## config.mk

```make
export PLATFORM = sky130hd
export DESIGN_NAME = matrix_slot_allocator
export DESIGN_NICKNAME = d
export VERILOG_FILES = /design/src/rtl/msa_pkg.sv /design/src/rtl/msa_slot_table.sv /design/src/rtl/matrix_slot_allocator.sv
export SDC_FILE = /design/constraint.sdc
export NUM_CORES = 1
export LEC_CHECK = 0
export CAP_MARGIN = 20
export CORE_ASPECT_RATIO = 2
export CORE_MARGIN = 3
export CORE_UTILIZATION = 56
export CTS_CLUSTER_SIZE = 8
export DETAILED_ROUTE_END_ITERATION = 7
export PLACE_DENSITY = 0.76
export SETUP_SLACK_MARGIN = 0.5
export SLEW_MARGIN = 30
export SYNTH_ARGS = -nofsm -noshare
export SYNTH_HDL_FRONTEND = slang
export SYNTH_SLANG_ARGS = --single-unit
```

## constraint.sdc

```tcl
create_clock -name clk -period 7.2 [get_ports clk]
set_input_delay 1.8 -clock clk [delete_from_list [all_inputs] [get_ports clk]]
set_output_delay 1.8 -clock clk [all_outputs]
set_load 0.03 [all_outputs]
```

## src/rtl/msa_pkg.sv

```systemverilog
// Shared constants, FSM state encoding and slot-entry layout for the matrix slot allocator.
package msa_pkg;

  localparam int SLOT_WORDS = 25;
  localparam int MAX_DIM    = 5;
  localparam int ADDR_W     = 9;
  localparam int STAMP_BITS = 16;

  typedef enum logic [2:0] {
    IDLE,
    A_SCAN,
    DECIDE,
    WAIT_COMMIT,
    FAIL_HOLD,
    Q_SCAN,
    Q_DONE
  } state_t;

  typedef enum logic [1:0] {
    OP_SET_PEND,
    OP_COMMIT,
    OP_RELEASE,
    OP_INVALIDATE
  } wr_op_t;

  typedef struct packed {
    logic                  valid;
    logic                  pend;
    logic [2:0]            m;
    logic [2:0]            n;
    logic [STAMP_BITS-1:0] stamp;
  } slot_t;

endpackage

```

## src/rtl/msa_slot_table.sv

```systemverilog
// Per-slot register array: one combinational read port at the scan index, one write port.
module msa_slot_table
  import msa_pkg::*;
#(
  parameter int SLOTS = 20,
  parameter int IDX_W = 5
) (
  input  logic                  clk,
  input  logic                  rst_n,
  input  logic [IDX_W-1:0]      rd_idx,
  output slot_t                 rd_entry,
  input  logic                  wr_en,
  input  wr_op_t                wr_op,
  input  logic [IDX_W-1:0]      wr_idx,
  input  logic [2:0]            wr_m,
  input  logic [2:0]            wr_n,
  input  logic [STAMP_BITS-1:0] wr_stamp
);

  logic [SLOTS-1:0]      valid_q;
  logic [SLOTS-1:0]      pend_q;
  logic [2:0]            m_q     [SLOTS];
  logic [2:0]            n_q     [SLOTS];
  logic [STAMP_BITS-1:0] stamp_q [SLOTS];

  // Only the valid/pend flags need clearing; dims and stamps are ignored while a slot is free.
  always_ff @(posedge clk or negedge rst_n) begin
    if (!rst_n) begin
      valid_q <= '0;
      pend_q  <= '0;
    end else if (wr_en) begin
      case (wr_op)
        OP_SET_PEND: begin
          valid_q[wr_idx] <= 1'b0;
          pend_q[wr_idx]  <= 1'b1;
        end
        OP_COMMIT: begin
          valid_q[wr_idx] <= 1'b1;
          pend_q[wr_idx]  <= 1'b0;
        end
        OP_RELEASE: begin
          valid_q[wr_idx] <= 1'b0;
          pend_q[wr_idx]  <= 1'b0;
        end
        default: valid_q[wr_idx] <= 1'b0;
      endcase
    end
  end

  always_ff @(posedge clk) begin
    if (wr_en && wr_op == OP_SET_PEND) begin
      m_q[wr_idx] <= wr_m;
      n_q[wr_idx] <= wr_n;
    end
    if (wr_en && wr_op == OP_COMMIT) begin
      stamp_q[wr_idx] <= wr_stamp;
    end
  end

  always_comb begin
    rd_entry.valid = valid_q[rd_idx];
    rd_entry.pend  = pend_q[rd_idx];
    rd_entry.m     = m_q[rd_idx];
    rd_entry.n     = n_q[rd_idx];
    rd_entry.stamp = stamp_q[rd_idx];
  end

endmodule

```

## src/rtl/matrix_slot_allocator.sv

```systemverilog
// Matrix storage slot allocator: serial scan/decide FSM for allocation plus (m,n,id) lookup.
// Build option MSA_GLOBAL_EVICT_EN: with no free slot, evict the globally oldest valid slot.
module matrix_slot_allocator #(
  parameter int SLOTS       = 20,
  parameter int SLOT_WORDS  = 25,
  parameter int MAX_PER_DIM = 2,
  parameter int STAMP_W     = 16
) (
  input  logic       clk,
  input  logic       rst_n,
  input  logic       alloc_req,
  input  logic [2:0] alloc_m,
  input  logic [2:0] alloc_n,
  output logic       addr_ready,
  output logic [8:0] base_addr,
  output logic       alloc_fail,
  input  logic       commit,
  input  logic       abort,
  input  logic       q_req,
  input  logic [2:0] q_m,
  input  logic [2:0] q_n,
  input  logic [2:0] q_id,
  output logic       q_done,
  output logic       q_hit,
  output logic [8:0] q_base,
  output logic [2:0] q_count,
  output logic       busy
);
  import msa_pkg::*;

  localparam int IDX_W = $clog2(SLOTS + 1);

  state_t               state_q, state_d;
  logic [IDX_W-1:0]     idx_q, victim_q, victim, old_idx_q, free_idx_q;
  logic [IDX_W-1:0]     cnt_q, cnt_nx, run;
  logic [2:0]           m_q, n_q, id_q;
  logic [STAMP_W-1:0]   seq_q, old_age_q, age;
  logic                 old_found_q, free_found_q, hit_acc_q, hit_now, hit_nx;
  logic [ADDR_W-1:0]    hbase_q, hbase_nx;
  logic                 match, last, grant, fail;
  slot_t                entry;
  logic                 wr_en;
  wr_op_t               wr_op;
  logic [IDX_W-1:0]     wr_idx;

  function automatic logic [ADDR_W-1:0] base_of(input logic [IDX_W-1:0] i);
    return ADDR_W'(i) * ADDR_W'(SLOT_WORDS);
  endfunction

  function automatic logic dim_ok(input logic [2:0] d);
    return (d != 3'd0) && (d <= 3'(MAX_DIM));
  endfunction

  function automatic logic [2:0] sat3(input logic [IDX_W-1:0] c);
    return (c > IDX_W'(7)) ? 3'd7 : c[2:0];
  endfunction

  msa_slot_table #(.SLOTS(SLOTS), .IDX_W(IDX_W)) u_table (
    .clk      (clk),
    .rst_n    (rst_n),
    .rd_idx   (idx_q),
    .rd_entry (entry),
    .wr_en    (wr_en),
    .wr_op    (wr_op),
    .wr_idx   (wr_idx),
    .wr_m     (m_q),
    .wr_n     (n_q),
    .wr_stamp (STAMP_BITS'(seq_q))
  );

  assign busy     = (state_q != IDLE);
  assign match    = entry.valid && (entry.m == m_q) && (entry.n == n_q);
  assign age      = seq_q - entry.stamp[STAMP_W-1:0];
  assign last     = (idx_q == IDX_W'(SLOTS - 1));
  assign run      = cnt_q + 1'b1;
  assign cnt_nx   = match ? run : cnt_q;
  assign hit_now  = (state_q == Q_SCAN) && match && !hit_acc_q && (run == IDX_W'(id_q));
  assign hit_nx   = hit_acc_q | hit_now;
  assign hbase_nx = hit_now ? base_of(idx_q) : hbase_q;

`ifdef MSA_GLOBAL_EVICT_EN
  logic                 glob_found_q;
  logic [IDX_W-1:0]     glob_idx_q;
  logic [STAMP_W-1:0]   glob_age_q;

  always_ff @(posedge clk or negedge rst_n) begin
    if (!rst_n) begin
      glob_found_q <= 1'b0;
      glob_idx_q   <= '0;
      glob_age_q   <= '0;
    end else if (state_q == IDLE) begin
      glob_found_q <= 1'b0;
    end else if (state_q == A_SCAN && entry.valid && (!glob_found_q || age > glob_age_q)) begin
      glob_found_q <= 1'b1;
      glob_idx_q   <= idx_q;
      glob_age_q   <= age;
    end
  end
`endif

  // Victim selection from the accumulated scan results.
  always_comb begin
    grant  = 1'b0;
    fail   = 1'b0;
    victim = free_idx_q;
    if (!dim_ok(m_q) || !dim_ok(n_q)) begin
      fail = 1'b1;
    end else if (cnt_q >= IDX_W'(MAX_PER_DIM)) begin
      grant  = 1'b1;
      victim = old_idx_q;
    end else if (free_found_q) begin
      grant  = 1'b1;
      victim = free_idx_q;
    end
`ifdef MSA_GLOBAL_EVICT_EN
    else if (glob_found_q) begin
      grant  = 1'b1;
      victim = glob_idx_q;
    end
`endif
    else begin
      fail = 1'b1;
    end
  end

  always_comb begin
    state_d = state_q;
    wr_en   = 1'b0;
    wr_op   = OP_SET_PEND;
    wr_idx  = victim_q;
    case (state_q)
      IDLE: begin
        if (alloc_req)  state_d = A_SCAN;
        else if (q_req) state_d = Q_SCAN;
      end
      A_SCAN: if (last) state_d = DECIDE;
      DECIDE: begin
        if (grant) begin
          state_d = WAIT_COMMIT;
          wr_en   = 1'b1;
          wr_idx  = victim;
        end else begin
          state_d = FAIL_HOLD;
        end
      end
      WAIT_COMMIT: begin
        if (abort) begin
          state_d = IDLE;
          wr_en   = 1'b1;
          wr_op   = OP_RELEASE;
        end else if (commit) begin
          state_d = IDLE;
          wr_en   = 1'b1;
          wr_op   = OP_COMMIT;
        end
      end
      FAIL_HOLD: if (!alloc_req) state_d = IDLE;
      Q_SCAN:    if (last) state_d = Q_DONE;
      Q_DONE:    state_d = IDLE;
      default:   state_d = IDLE;
    endcase
  end

  always_ff @(posedge clk or negedge rst_n) begin
    if (!rst_n) state_q <= IDLE;
    else        state_q <= state_d;
  end

  always_ff @(posedge clk or negedge rst_n) begin
    if (!rst_n) begin
      idx_q        <= '0;
      cnt_q        <= '0;
      m_q          <= '0;
      n_q          <= '0;
      id_q         <= '0;
      seq_q        <= '0;
      old_found_q  <= 1'b0;
      old_idx_q    <= '0;
      old_age_q    <= '0;
      free_found_q <= 1'b0;
      free_idx_q   <= '0;
      hit_acc_q    <= 1'b0;
      hbase_q      <= '0;
      victim_q     <= '0;
      addr_ready   <= 1'b0;
      base_addr    <= '0;
      alloc_fail   <= 1'b0;
      q_done       <= 1'b0;
      q_hit        <= 1'b0;
      q_base       <= '0;
      q_count      <= '0;
    end else begin
      addr_ready <= 1'b0;
      alloc_fail <= 1'b0;
      q_done     <= 1'b0;
      case (state_q)
        IDLE: begin
          idx_q        <= '0;
          cnt_q        <= '0;
          old_found_q  <= 1'b0;
          free_found_q <= 1'b0;
          hit_acc_q    <= 1'b0;
          hbase_q      <= '0;
          if (alloc_req) begin
            m_q <= alloc_m;
            n_q <= alloc_n;
          end else if (q_req) begin
            m_q  <= q_m;
            n_q  <= q_n;
            id_q <= q_id;
          end
        end
        A_SCAN, Q_SCAN: begin
          idx_q     <= idx_q + 1'b1;
          cnt_q     <= cnt_nx;
          hit_acc_q <= hit_nx;
          hbase_q   <= hbase_nx;
          if (state_q == A_SCAN && match && (!old_found_q || age > old_age_q)) begin
            old_found_q <= 1'b1;
            old_idx_q   <= idx_q;
            old_age_q   <= age;
          end
          if (state_q == A_SCAN && !entry.valid && !entry.pend && !free_found_q) begin
            free_found_q <= 1'b1;
            free_idx_q   <= idx_q;
          end
          if (state_q == Q_SCAN && last) begin
            q_done  <= 1'b1;
            q_hit   <= hit_nx;
            q_base  <= hbase_nx;
            q_count <= sat3(cnt_nx);
          end
        end
        DECIDE: begin
          if (grant) begin
            addr_ready <= 1'b1;
            base_addr  <= base_of(victim);
            victim_q   <= victim;
          end else begin
            alloc_fail <= 1'b1;
          end
        end
        WAIT_COMMIT: if (!abort && commit) seq_q <= seq_q + 1'b1;
        default: ;
      endcase
    end
  end

endmodule

```

Word level (Yosys, flattened, before mapping). Memories as Yosys holds them, arrays and structs flattened. Cells that the tools add are included. W data, S select, Z words.

ROM bits: 0. Bits in writable memories: 440. Input port bits: 21. Flip-flop bits (word level): 146. Word-level logic and storage cells: 169. Memories: 3. Bits in latches: 0.

Reduce and logical (&&, ||, !) cells: 48. Multiplexer cells: 55. Add/subtract/negate cells: 4. Shift operators: 0. Bitwise logic cells: 7. Div/mod/pow operators: 0. Multiply operators: 2. $lt $le $gt $ge: 8. Eq/ne operators: 18.

Memory list: u_table.stamp_q (words 20, bits a word 16, read ports 1, clocked after Yosys merged registers in 0, write ports 1, RTL line msa_slot_table.sv:24) `logic [STAMP_BITS-1:0] stamp_q [SLOTS];`; u_table.m_q (words 20, bits a word 3, read ports 1, clocked after Yosys merged registers in 0, write ports 1, RTL line msa_slot_table.sv:22) `logic [2:0] m_q [SLOTS];`; u_table.n_q (words 20, bits a word 3, read ports 1, clocked after Yosys merged registers in 0, write ports 1, RTL line msa_slot_table.sv:23) `logic [2:0] n_q [SLOTS];`.

Operators with widths (count): $and A20 B20 Y20 (2); $or A20 B20 Y20 (2); $pmux W20 S2 (1); $mux W3 (13); $mux W5 (5); $mux W1 (21); $mux W20 (1); $not A20 Y20 (1); $pmux W5 S2 (2); $mul A5 B5 Y9 const B (2); $pmux W3 S6 (1); $pmux W9 S2 (1); $reduce_and A2 Y1 (9); $logic_and A1 B1 Y1 (17); $add A16 B1 Y16 const B (1); $gt A16 B16 Y1 (1); $sub A16 B16 Y16 (1); $lt A5 B6 Y1 const B (2); $add A5 B1 Y5 const B (2); $bmux W1 S5 (2); $ne A2 B2 Y1 const B (5); $mux W9 (1); $reduce_bool A3 Y1 (3); $logic_not A1 Y1 (8); other kinds (25) (38).

Logic depth before layout (Yosys ltp).
Word-level depth: 14. Depth in mapped cells: 31. Gate-level depth less buffers: 22.

Cells and area by module. From an unflattened synthesis, not the netlist that was laid out.

Cell total of the unflattened synthesis: 1632. Area total of the unflattened synthesis: 25500.7 um^2.

By module, submodules not included: msa_slot_table (cells each 1006, sequential area each 14213.6 um^2, area an instance 19037.0 um^2, times used 1); matrix_slot_allocator (cells each 626, sequential area each 2652.5 um^2, area an instance 6463.7 um^2, times used 1).

Least setup slack after synthesis. Ideal clock, no wire load.

Path type: flip-flop to flip-flop. Start point: reg idx_q[0]. End point: reg old_age_q[10]. Data required time: 7.075 ns. Path buffers: 7. Arrival: 6.667 ns. Clock period less this slack: 6.792 ns. Path slack: 0.408 ns. Setup time: 0.125 ns. Cell stages (with the launch flop): 25. Cell sequence: dfrtp_1 buf_2 buf_1 buf_2 buf_2 buf_1 mux4_2 mux4_2 mux2i_1 ha_1 a21o_1 a21oi_1 nor2b_1 o211ai_1 a31oi_1 or4b_2 nand3_1 ha_1 nand4_1 nor2_1 a21oi_1 or4b_4 buf_6 buf_6 mux2_4.

Elaborated cells between the ends (all ways): 15. Those cells by class: add/sub: 1; order compare: 1; eq/ne: 2; mux: 2; reduce/logical: 6; memory: 3.

RTL lines: start: declaration (RTL line matrix_slot_allocator.sv:34) `logic [IDX_W-1:0] idx_q, victim_q, victim, old_idx_q, free_idx_q;`; start signal: assignment (RTL line matrix_slot_allocator.sv:214) `idx_q <= idx_q + 1'b1;`; $mem_v2 Z20 W16; $sub A16 B16 Y16 (RTL line matrix_slot_allocator.sv:73) `assign age = seq_q - entry.stamp[STAMP_W-1:0];`; named net age[14] (RTL line matrix_slot_allocator.sv:37) `logic [STAMP_W-1:0] seq_q, old_age_q, age;`; $gt A16 B16 Y1 (RTL line matrix_slot_allocator.sv:218) `if (state_q == A_SCAN && match && (!old_found_q || age > old_age_q)) begin`; $logic_or A1 B1 Y1 (RTL line matrix_slot_allocator.sv:218); $logic_and A1 B1 Y1 (RTL line matrix_slot_allocator.sv:218); $reduce_and A2 Y1 (no source line); end signal: assignment (RTL line matrix_slot_allocator.sv:221) `old_age_q <= age;`; end: declaration (RTL line matrix_slot_allocator.sv:37).

The timed path passes the listed nets, and every way through them passes these cells. The select of a mux whose other input is x is not followed. A chain may end at the register's enable or synchronous reset.

Worst setup path after layout.
Start point: reg idx_q[0]. End point: reg old_age_q[7].

The elaborated chain is that of the path after synthesis.

==> results.md <==
Layout:
- The number of antenna diodes in the final layout is 0.
- The area growth from synthesis to final layout is 14.0%.
- The final layout contains between 1,500 and 2,000 nets.
- In the final layout, the share of cells above drive strength 1 is 20.9%.
- Once layout is done, the placed cells without fillers occupy ~0.03 mm².
- The filler cells instantiated in the layout total roughly 3,100.

CTS:
- The cts-stage hold buffer count is 0.
- The H-tree was split into 3 levels.
- The clock sink total is slightly below 600.
- Gates resized during post-CTS repair numbered 0.
- TritonCTS built the clock tree.
- For the worst-skew pair, the clock arrives at the later sink with an insertion delay of roughly 0.62 ns.
- The count of buffers added by post-CTS timing repair for setup is 0.
- The number of clock buffers added by TritonCTS is between 80 and 90.
- After clock tree synthesis, the clock-pin slew on the worst setup and hold paths is about 0.050 ns.
- The clock root buffer master is sky130_fd_sc_hd__clkbuf_16.
- In this run the deepest clock path goes through 3 buffers.

STA:
- After layout, the worst setup slack is roughly 1.1 ns.
- At the pin with the least slew margin, the transition time is 1.01 ns.
- The final clock skew is between 0.02 and 0.03 ns.
- The final count of negative-setup-slack endpoints is 0.
- In this run the tightest slew margin relative to its limit is 32.7%.
- The shortest period the worst path allows is 6.11 ns.
- Adding up every negative setup slack in the final design gives 0 ns.
- Dividing the final minimum period by the clock period gives a little over four fifths.
- The number of hold violations in the final report is 0.
- The maximum frequency from static timing analysis is approximately 0.16 GHz.
- The number of max-slew violations in the final report is 0.
- Setup repair after global routing left no endpoint under its margin.

Worst setup path:
- For the worst setup path, the data arrival time is approximately 6.6 ns.
- Traced cell by cell, the critical path runs through mux4_2 > mux4_2 > mux2i_1 > ha_1 > a21o_1 > a21oi_1 > nor2b_1 > o211ai_1 > a31oi_1 > or4b_2 > nand3_1 > ha_1 > nand4_1 > nor2_1 > a21oi_1 > or4b_4 > mux2_4.
- Broken down by cell family, the worst path's largest delay share belongs to simple AND/OR/NAND/NOR gates.
- The kind of critical path is reg2reg.
- The required time of the critical path is ~7.7 ns.
- In this run the worst path has a maximum fanout of 23.
- The delay of the slowest cell on the worst path is ~0.77 ns.
- The cell at the slowest stage of the critical path is sky130_fd_sc_hd__dfrtp_4.
- The number of buffers and inverters on the critical path is 0.
- The startpoint type of the worst setup path is a register.
- STA classifies the critical path endpoint as a register.

GRT:
- Across every metal layer, demand over resource in global routing totals around a quarter.
- The number of antenna violations at the first check in global routing is 0.
- Entering global routing, the biggest net connects 86 pins.
- The first global-routing pass estimated 90,400 µm of wire.
- The via count of the first global-routing pass is about 15,000.
- After global routing the overflow that remains totals 0.

Power:
- The switching component of the power is ~3.4 mW.
- Of the total power, combinational logic draws 29.9%.
- The fraction of power consumed by the clock network is between 30% and 40%.
- The internal power is roughly 7.5 mW.
- Power spread over the standard cell area amounts to between 300 and 400 mW/mm².
- The leakage power is between 10 and 15 nW.
- The switching share of power is a little under a third.
- Registers are responsible for between 30% and 40% of the overall power.
- VDD sags by at most approximately 0.00022 V.

Floorplan:
- From bottom edge to top edge, the die measures just over 300 µm.
- The core region is ~0.045 mm².
- The floorplan step set the die width to 157 µm.
- The floorplan step defined a die boundary enclosing roughly 0.049 mm².
- The initialized floorplan defines 110 standard-cell rows.
- The initial utilization of the core area, before any placement, comes to between 50% and 60%.
- The number of primary I/O pins is 47.

Yosys:
- The cell area that synthesis handed to floorplanning was ~0.026 mm².
- The largest total area in the synthesized netlist belongs to sky130_fd_sc_hd__edfxtp_1.
- The simple-gate share of the synthesized area is under 10%.
- The synthesized netlist devotes roughly 3.7% of its cell area to compound gates.
- The count of synthesis-stage warnings from yosys is 0.
- Of the total synthesized cell area, the portion taken by XOR and XNOR cells is 1.74%.
- Counting every net in the synthesized netlist gives roughly 1,600.
- In the synthesized netlist, mux cells make up between 10% and 20% of the area.
- In the post-synthesis netlist, the biggest area contributors are sky130_fd_sc_hd__edfxtp_1, sky130_fd_sc_hd__dfrtp_1, sky130_fd_sc_hd__mux4_2, sky130_fd_sc_hd__ha_1, sky130_fd_sc_hd__mux2i_1.
- The most instantiated flip-flop cell in the synthesis netlist is sky130_fd_sc_hd__edfxtp_1.
- Yosys mapped a number of flops with a built-in enable equal to 440.
- The synthesized netlist devotes between 3 and 4% of its cell area to adder and majority cells.
- For this run, asynchronously set or reset flops after synthesis account for roughly a quarter.
- The most frequent cell after synthesis is sky130_fd_sc_hd__edfxtp_1.
- The number of instances in the synthesized netlist is 1,522.
- The sequential cell area fraction in the yosys report is around 66%.
- After synthesis, the largest family of logic cells by area is multiplexers.
- In this run the mean area of a mapped cell was roughly 17 µm².
- Counting flops and latches in the post-synthesis netlist gives 586.
- After synthesis, the most frequently instantiated cells are sky130_fd_sc_hd__edfxtp_1, sky130_fd_sc_hd__dfrtp_1, sky130_fd_sc_hd__mux4_2.
- The number of unique standard cell types used by synthesis is 67.
- Summed over its instances, the top area cell type makes up between 50% and 60% of the synthesized netlist area.

Placement:
- The number of port buffers is 46.
- Detailed placement finished with a half-perimeter wire length of 38,100 µm.
- The final weighted congestion of routability-driven global placement is between 0.8 and 0.9.
- Before CTS, the worst setup slack after placement is 1.15 ns.
- In this run the cell area measured after placement is 0.0268 mm².

Routing:
- The total via count after detailed routing is about 14,000.
- In this run, the number of DRC markers left after iteration 0 of detailed routing was between 1,000 and 1,500.
- Once detail routing completed, the nets flagged for antenna violations numbered 0.
- The detailed-router iteration count before antenna repair is 8.
- The average wire per cell in the routed design is approximately 27 µm.
- After detailed routing, the number of remaining DRC violations is 0.
- The final layout contains routed wiring with a total length of between 50,000 and 60,000 µm.
- The detail-routed via count per cell is between 6 and 7.

Job:
- The count of maximum capacitance violations is 0.

Min path:
- The worst min-delay path category is reg2reg.

Status:
- The flow ran to the end, and the final reports show no timing, DRC or antenna violations.
## per-layer routing
layer | track usage, % | vias to the layer above | share of wire (%)
met5 | 0 | - | 0
met4 | 13.8 | 0 | 5.6
met2 | 46.5 | 543 | 56
li1 | - | 6147 | -
met3 | 3.50 | 174 | 4.7
met1 | 27.6 | 7303 | 34
## path summary, 6_finish.rpt
kind                       slack, ns  depth (start not counted)                    endpoint       from
max                             1.09                         17                old_age_q[7]   idx_q[0]
min                             0.47                          2                   q_base[6]  q_base[6]
max reg2reg                     1.09                         17                old_age_q[7]   idx_q[0]
min reg2reg                     0.47                          2                   q_base[6]  q_base[6]
max in group asynchronous       4.87                          2                    idx_q[1]      rst_n
min in group asynchronous       1.23                          1  asynchronous set/reset pin      rst_n
## worst reg2reg max path, delay by kind of cell (launching register included)
family	cells	cell delay, ns
adder cells (fa/ha/maj)	2	0.60
flip-flops	1	0.77
AND/OR/NAND/NOR	6	1.81
multiplexers	4	1.80
AO/OA/AOI/OAI	5	1.00
## cells by family (layout without fill, tap and decap cells)
group,Yosys count,in the layout
muxes,247,247
DFF,586,586
xor gates and xnor gates,51,51
and+or+nand+nor,287,287
AOI/OAI and AO/OA,144,144
adders and majority gates,70,70
buffers and inverters,137,286
## final cells by class
cell class	count	area (µm²)	area share, %
inverters	60	225	0.770
repair buffers	86	787	2.69
multi-input cells	799	8240	28.2
flip-flops and latches	586	16900	57.7
clock inverters	7	116	0.398
well taps	560	701	2.40
clock buffers	133	2290	7.82
## cells in the final DEF (no fill, tap or decap), drive strengths merged, types with 18 or more instances in the layout
cell type	instances
and2	27
clkbuf	133
inv	58
o21ai	31
nand3	24
dfrtp	146
mux4	138
clkdlybuf4s50	45
ha	67
and3	43
xnor2	33
mux2	54
nand2	57
mux2i	55
edfxtp	440
a21oi	29
buf	41
a31oi	23
nor2	40
xor2	18
nor2b	25
## power groups by stage
stage	Clock, mW	Sequential, mW	Combinational (mW)
6_report	3.56	4.13	3.28
5_1_grt	3.75	4.16	3.55
3_5_place_dp	0	4.19	3.27
3_3_place_gp	0	4.18	3.22
4_1_cts	3.60	4.13	3.32
2_1_floorplan	0	4.02	2.46
## per-stage QoR
| step | total power, mW | hold WS [ns] | std cells | utilization, % |
|---|---|---|---|---|
| after floorplan | 6.48 | 0.455 | 1522 | - |
| after global placement | 7.39 | 0.462 | 2091 | 59.4 |
| after detailed placement | 7.46 | 0.470 | 2091 | 59.4 |
| after CTS | 11.1 | 0.481 | 2231 | 64.7 |
| after global routing | 11.5 | 0.501 | 2231 | 64.8 |
| final | 11.0 | 0.475 | 2231 | 64.8 |
## flip-flops by register name (all words and copies together) (netlist names), 9 cells and up, named ones only
name,count
hbase_q,9
u_table.n_q,60
old_age_q,16
q_base,9
seq_q,16
u_table.m_q,60
u_table.stamp_q,320
base_addr,9
Note: power is estimated with default switching activity, not from simulation.
